$ cat src/rtl/alwr_skid_if.sv
// Write-channel bundle (word address, data, source id) with valid/ready handshake.
interface alwr_skid_if #(
   parameter int unsigned DATA_BITS   = 2,
   parameter int unsigned ADDR_WIDTH  = 4,
   parameter int unsigned SLAVE_COUNT = 1
);
   localparam int unsigned DATA_WIDTH = 8 << DATA_BITS;
   localparam int unsigned WA_WIDTH   = ADDR_WIDTH - DATA_BITS;
   localparam int unsigned ID_WIDTH   = (SLAVE_COUNT > 1) ? $clog2(SLAVE_COUNT) : 1;

   logic [WA_WIDTH-1:0]   waddr;
   logic [DATA_WIDTH-1:0] wdata;
   logic [ID_WIDTH-1:0]   wid;
   logic                  wvalid;
   logic                  wready;

   modport master (output waddr, output wdata, output wid, output wvalid, input  wready);
   modport slave  (input  waddr, input  wdata, input  wid, input  wvalid, output wready);
endinterface

$ cat src/rtl/alwr_skid.sv
// Two-entry registered skid slice after the AL write mux; breaks the ready path
// and returns a one-cycle per-source completion strobe for each consumed beat.
module alwr_skid #(
   parameter int unsigned DATA_BITS   = 2,
   parameter int unsigned ADDR_WIDTH  = 4,
   parameter int unsigned SLAVE_COUNT = 1
) (
   input  logic                   clk,
   input  logic                   rst,
   alwr_skid_if.slave             s_al,
   alwr_skid_if.master            m_al,
   output logic [SLAVE_COUNT-1:0] wdone
);
   localparam int unsigned DATA_WIDTH = 8 << DATA_BITS;
   localparam int unsigned WA_WIDTH   = ADDR_WIDTH - DATA_BITS;
   localparam int unsigned ID_WIDTH   = (SLAVE_COUNT > 1) ? $clog2(SLAVE_COUNT) : 1;

   typedef struct packed {
      logic [WA_WIDTH-1:0]   waddr;
      logic [DATA_WIDTH-1:0] wdata;
      logic [ID_WIDTH-1:0]   wid;
   } beat_t;

   typedef enum logic [1:0] {EMPTY, ONE, FULL} state_e;

   state_e                 state_q, state_d;
   beat_t                  main_q, main_d;
   beat_t                  skid_q, skid_d;
   beat_t                  in_beat;
   logic                   m_vld_q;
   logic                   s_rdy_q;
   logic [SLAVE_COUNT-1:0] wdone_q, wdone_d;
   logic                   s_fire, m_fire;

   assign in_beat = '{waddr: s_al.waddr, wdata: s_al.wdata, wid: s_al.wid};
   assign s_fire  = s_al.wvalid & s_rdy_q;
   assign m_fire  = m_vld_q & m_al.wready;

   // Control state; valid/ready are re-registered from the next state so no
   // combinational path exists from m_al.wready to s_al.wready.
   always_ff @(posedge clk) begin
      if (rst) begin
         state_q <= EMPTY;
         m_vld_q <= 1'b0;
         s_rdy_q <= 1'b0;
         wdone_q <= '0;
      end else begin
         state_q <= state_d;
         m_vld_q <= (state_d != EMPTY);
         s_rdy_q <= (state_d != FULL);
         wdone_q <= wdone_d;
      end
   end

   // Payload carries no reset; it is qualified by m_vld_q.
   always_ff @(posedge clk) begin
      main_q <= main_d;
      skid_q <= skid_d;
   end

   always_comb begin
      state_d = state_q;
      main_d  = main_q;
      skid_d  = skid_q;
      wdone_d = '0;
      unique case (state_q)
         EMPTY: begin
            if (s_fire) begin
               main_d  = in_beat;
               state_d = ONE;
            end
         end
         ONE: begin
            if (s_fire && !m_fire) begin
               skid_d  = in_beat;
               state_d = FULL;
            end else if (s_fire && m_fire) begin
               main_d  = in_beat;
            end else if (m_fire) begin
               state_d = EMPTY;
            end
         end
         FULL: begin
            if (m_fire) begin
               main_d  = skid_q;
               state_d = ONE;
            end
         end
         default: state_d = EMPTY;
      endcase
      // Out-of-range ids match no bit and so produce no strobe.
      for (int unsigned i = 0; i < SLAVE_COUNT; i++) begin
         wdone_d[i] = m_fire && (main_q.wid == ID_WIDTH'(i));
      end
   end

   assign s_al.wready = s_rdy_q;
   assign m_al.wvalid = m_vld_q;
   assign m_al.waddr  = main_q.waddr;
   assign m_al.wdata  = main_q.wdata;
   assign m_al.wid    = main_q.wid;
   assign wdone       = wdone_q;
endmodule
$ cat src/flat_wrapper.sv
// flat-port wrapper written by rule: the top's interface ports become plain ports
module alwr_skid_flat 
#(
   parameter int unsigned DATA_BITS   = 2,
   parameter int unsigned ADDR_WIDTH  = 4,
   parameter int unsigned SLAVE_COUNT = 1
)
  (clk, rst, wdone, s_al_waddr, s_al_wdata, s_al_wid, s_al_wvalid, s_al_wready, m_al_waddr, m_al_wdata, m_al_wid, m_al_wvalid, m_al_wready);
  alwr_skid_if #(.DATA_BITS(DATA_BITS), .ADDR_WIDTH(ADDR_WIDTH), .SLAVE_COUNT(SLAVE_COUNT)) s_al_i ();
  alwr_skid_if #(.DATA_BITS(DATA_BITS), .ADDR_WIDTH(ADDR_WIDTH), .SLAVE_COUNT(SLAVE_COUNT)) m_al_i ();
  input  logic clk;
  input  logic rst;
  output logic [SLAVE_COUNT-1:0] wdone;
  input wire logic [$bits(s_al_i.waddr)-1:0] s_al_waddr;
  input wire logic [$bits(s_al_i.wdata)-1:0] s_al_wdata;
  input wire logic [$bits(s_al_i.wid)-1:0] s_al_wid;
  input wire logic [$bits(s_al_i.wvalid)-1:0] s_al_wvalid;
  output wire logic [$bits(s_al_i.wready)-1:0] s_al_wready;
  output wire logic [$bits(m_al_i.waddr)-1:0] m_al_waddr;
  output wire logic [$bits(m_al_i.wdata)-1:0] m_al_wdata;
  output wire logic [$bits(m_al_i.wid)-1:0] m_al_wid;
  output wire logic [$bits(m_al_i.wvalid)-1:0] m_al_wvalid;
  input wire logic [$bits(m_al_i.wready)-1:0] m_al_wready;
  assign s_al_i.waddr = s_al_waddr;
  assign s_al_i.wdata = s_al_wdata;
  assign s_al_i.wid = s_al_wid;
  assign s_al_i.wvalid = s_al_wvalid;
  assign s_al_wready = s_al_i.wready;
  assign m_al_waddr = m_al_i.waddr;
  assign m_al_wdata = m_al_i.wdata;
  assign m_al_wid = m_al_i.wid;
  assign m_al_wvalid = m_al_i.wvalid;
  assign m_al_i.wready = m_al_wready;
  alwr_skid #(.DATA_BITS(DATA_BITS), .ADDR_WIDTH(ADDR_WIDTH), .SLAVE_COUNT(SLAVE_COUNT)) u_core (.clk(clk), .rst(rst), .s_al(s_al_i), .m_al(m_al_i), .wdone(wdone));
endmodule
$ cat config.mk
export PLATFORM = sky130hd
export DESIGN_NAME = alwr_skid_flat
export DESIGN_NICKNAME = d
export VERILOG_FILES = /design/src/rtl/alwr_skid_if.sv /design/src/rtl/alwr_skid.sv /design/src/flat_wrapper.sv
export SDC_FILE = /design/constraint.sdc
export NUM_CORES = 1
export LEC_CHECK = 0
export CORE_MARGIN = 8
export CORE_UTILIZATION = 51
export CTS_CLUSTER_DIAMETER = 60
export DETAILED_ROUTE_END_ITERATION = 16
export MAX_ROUTING_LAYER = met4
export PLACE_DENSITY = 0.82
export SETUP_SLACK_MARGIN = 0.1
export SYNTH_ARGS = -nofsm -noshare
export SYNTH_HDL_FRONTEND = slang
export SYNTH_SLANG_ARGS = --single-unit
$ cat constraint.sdc
create_clock -name clk -period 11.5 [get_ports clk]
set_input_delay 2.3 -clock clk [delete_from_list [all_inputs] [get_ports clk]]
set_output_delay 2.3 -clock clk [all_outputs]
set_load 0.02 [all_outputs]
Yosys cells after proc, flatten, opt, wreduce, memory -nomap -nowiden
Index checks and enable logic that the tools add are counted.
W data, S select, Z words.
{"block": "word_totals", "register_bits": 75, "inputBits": 39}
{"block": "classes", "eq_ne": 7, "n_mux": 11, "bitwise": 3, "reduce_logical": 9}
{"cell": "$mux W35", "n": 4}
{"cell": "$pmux W35 S3", "n": 1}
{"cell": "$mux W2", "n": 5}
{"cell": "$ne A2 B1 Y1 const B", "n": 3}
{"cell": "$pmux W2 S3", "n": 1}
{"cell": "$reduce_and A5 Y1", "n": 1}
{"cell": "$ne A2 B2 Y1 const B", "n": 2}
{"cell": "$logic_and A1 B1 Y1", "n": 3}
{"cell": "$reduce_bool A3 Y1", "n": 1}
{"cell": "$and A1 B1 Y1", "n": 2}
{"cell": "$eq A2 B1 Y1 const B", "n": 1}
{"cell": "$eq A2 B2 Y1 const B", "n": 1}
{"cell": "$logic_not A2 Y1", "n": 1}
{"cell": "$reduce_and A2 Y1", "n": 1}
{"cell": "$reduce_bool A2 Y1", "n": 1}
{"cell": "$logic_not A1 Y1", "n": 1}
{"cell": "$not A1 Y1", "n": 1}

Longest topological paths before layout
{"block": "logic_depth", "word_depth": 6, "depth_mapped": 5}

Worst setup path after synthesis
No wires, ideal clock.
{"block": "synth_path", "kind": "input-to-reg", "from": "input s_al_wvalid", "to": "register u_core.main_q, in the netlist u_core.m_al.waddr[0], enable pin", "t_arrival_ns": 5.042, "required_ns": 11.024, "slack_ns": 5.982, "cell_stages": 3, "cell_sequence": "and3b_1 -> a31oi_1 -> o21ai_0"}
{"block": "synth_between", "elab_chain_len": 4}
{"element": "start: declaration", "line": "flat_wrapper.sv:17", "source": "input wire logic [$bits(s_al_i.wvalid)-1:0] s_al_wvalid;"}
{"element": "$and A1 B1 Y1 (*)", "line": "alwr_skid.sv:36", "source": "assign s_fire = s_al.wvalid & s_rdy_q;"}
{"element": "$logic_and A1 B1 Y1, on equally long branches", "line": "alwr_skid.sv:74, alwr_skid.sv:77"}
{"element": "$ne A2 B2 Y1 (no line) or $ne A2 B1 Y1 (tied branches)"}
{"element": "$reduce_and A5 Y1 (no line) (*)"}
{"element": "end signal: assignment", "line": "alwr_skid.sv:57", "source": "main_q <= main_d;"}
{"element": "end: declaration", "line": "alwr_skid.sv:27", "source": "beat_t main_q, main_d;"}
Every way passes the cells marked *; elsewhere a longest branch is shown, timed or not.
A chain may end at the register's enable or synchronous reset.

Final worst setup path
{"block": "layout_path", "from": "input s_al_wvalid", "to": "register u_core.main_q, in the netlist u_core.m_al.wdata[14], enable pin"}
The elaborated chain is that of the path after synthesis.

==> metrics.md <==
| Metric | Value |
|---|---|
| Sequential share of the synthesized area | 76.5% |
| Mean post-synth cell area | 22.0 µm² |
| Slew at the pin closest to its max-slew limit | 1.20 ns |
| CTS tree | done |
| Worst skew pair latency | 0.33 ns |
| PortBufs | 76 |
| Layout overhead on the synthesized area | 32.8% |
| Post-Route Setup TNS | 0 ns |
| # rows | 27 |
| Critical Path RT | 11.44 ns |
| Hold violation count in the final report | 0 |
| # fillers | 362 |
| Syn Std Cell Area | 2880 µm² |
| Final setup vio count | 0 |
| Hold-fix buffers at CTS | 0 |
| GP Congestion | 0.768 |
| Gr usage total | 13.3% |
| DP HPWL | 3.82 mm |
| CTS Buf Count | 9 |
| Max_cap viols | 0 |
| Final period util | 35.2% |
| Post-Route WL | 5.30 mm |
| CP Launch Type | input port |
| Synthesized Nets | 170 |
| Max Transition Viols Final | 0 |
| Crit Path Max Fanout | 35 |
| Core area | 5470 µm² |
| Fraction of synthesized area in multiplexers | 17.3% |
| # nets final | 253 |
| First-pass GRT wire length | 8.33 mm |
| Simple-gate area share of the yosys netlist | 2.13% |
| Routed Antenna Nets | 0 |
| Unique masters post-synth | 19 |
| Post-DP Area | 3670 µm² |
| CP arrival | 3.99 ns |
| Power density over cell area | 142 nW/µm² |
| GR Overflow Total | 0 |
| Drt drc | 0 |
| R2R setup slack | 9.32 ns |
| DR pass1 iterations | 4 |
| Via count | 1,472 |
| Worst Skew | 0.00678 ns |
| Die H | 91.2 µm |
| Min Tclk post-route | 4.05 ns |
| Mapped Cells | 131 |
| H-tree Lvls | 3 |
| Die Area | 8310 µm² |
| R2R Path Start | u_core.state_q[0] |
| Root Driver | clkbuf_8 |
| Cell area after layout | 3820 µm² |
| Count of warnings emitted by yosys | 0 |
| Commonest non-fill, non-tap cell in the layout | clkdlybuf4s50_1 |
| Ports | 77 |
| HP Class | register to register |
| Leakage | 1.39 nW |
| Worst Setup SP | s_al_wvalid |
| Ant. Diodes | 0 |
| Post-Synth Adder-Cell Area | 0% |
| Pin count of the biggest net entering global routing | 38 |
| Layout cells sized above 1 | 21.9% |
| Post-CTS setup buffers | 0 |
| Max Buffers Root-to-Sink | 2 |
| Status | completed |
| Initial antenna violation count | 0 |
| Combinational family with the most area after synthesis | multiplexers |
| Yosys reg bits | 75 |
| Number of global-route vias before repair | 1,606 |
| Post-Synth XOR/XNOR Area | 0% |
| DR iter-0 viols | 74 |
| RSZ-0062 raised after global routing | false |
| Slew margin rel. | 19.9% |
| Post-CTS sizing | 0 |
| Sink Count | 75 |
| Synth Area in Compound Gates | 1.61% |
| Fmax | 247 MHz |
| Width of the chip | 91.2 µm |
| Initial core utilization | 52.6% |
| Vias per std cell | 5.06 |
| Worst Hold Launch | u_core.m_al.wid |
| WHS Path Cells | 1 |
| Reg clk slew, reported paths | 0.07 ns |
| Max IR drop VDD | 91.9 µV |
| Most frequent cells in the layout | clkdlybuf4s50_1, edfxtp_1, mux2_4, clkbuf_8, mux2_2 |
| Critical path class | input port to register |
| Min Hold Slack | 0.445 ns |
| Worst setup EP type | register |
| Post-DR wirelength/cell | 18.2 µm |
| Worst-case reg-to-reg path depth | 2 |
==> final timing paths <==
kind                            to
max reg2reg   u_core.m_al.wdata[2]
min reg2reg           u_core.wdone
max          u_core.m_al.wdata[14]
min                   u_core.wdone
==> sequential cells by signal, summed over array words and instances (netlist names) <==
name	flops
u_core.m_al.wid	1
u_core.skid_q	35
u_core.m_al.wvalid	1
u_core.m_al.waddr	2
u_core.m_al.wdata	32
u_core.s_al.wready	1
u_core.wdone	1
u_core.state_q	2
==> power breakdown <==
| group | switching (mW) | total (mW) | internal, mW |
|---|---|---|---|
| combinational | 0.0289 | 0.0658 | 0.0370 |
| sequential | 0.00491 | 0.318 | 0.313 |
| clock | 0.0845 | 0.160 | 0.0752 |
| total | 0.118 | 0.544 | 0.426 |
==> cells by family after synthesis <==
group	Yosys count
flops	75
mux	35
compound gates	7
simple gates	10
buf+inv	4
==> routing by layer <==
layer  part of all wire, %  wire [µm]  track usage [%]  vias to the layer above
met3                   6.6        350             5.10                        8
met4                   1.6         86             5.46                        0
met2                    49       2620             21.0                       66
met5                     0          0                -                        -
li1                      -          -                -                      691
met1                    42       2240             14.8                      707
==> critical path: stages <==
cell and delay (ns):
clkdlybuf4s50_1 0.51, and3b_1 0.24, a31oi_1 0.09, o21ai_4 0.84
==> cell usage after synthesis (all sizes together) <==
library cell	count	area, µm²
a211oi	1	7.51
a21oi	1	5.00
a221oi	2	17.5
a31oi	1	6.26
and3	1	7.51
and3b	1	8.76
buf	4	71.3
dfxtp	5	100
edfxtp	70	2100
mux2	35	499
nand2	2	7.51
nand2b	1	6.26
nand3	1	5.00
nand4	1	6.26
nor3	2	10.0
nor4bb	1	10.0
o21ai	2	10.0
==> metrics by stage <==
| stage | worst slack [ns] | power (mW) | util, % | cells |
|---|---|---|---|---|
| CTS | 7.46 | 0.548 | 69.9 | 291 |
| global route | 7.35 | 0.564 | 69.9 | 291 |
| floorplan | 5.98 | 0.356 | - | 131 |
| detailed placement | 7.11 | 0.391 | 67.1 | 275 |
| finish | 7.45 | 0.544 | 69.9 | 291 |
| global placement | 7.18 | 0.388 | 67.1 | 275 |
==> layout make-up <==
class | instances | area (µm²) | area share [%]
sequential | 75 | 2200 | 57.6
multi-input combinational | 52 | 621 | 16.2
timing repair buffer | 76 | 761 | 19.9
tap | 72 | 90.1 | 2.36
clock buffer | 11 | 131 | 3.43
clock inverter | 5 | 20.0 | 0.523
Note: power is estimated with default switching activity, not from simulation.
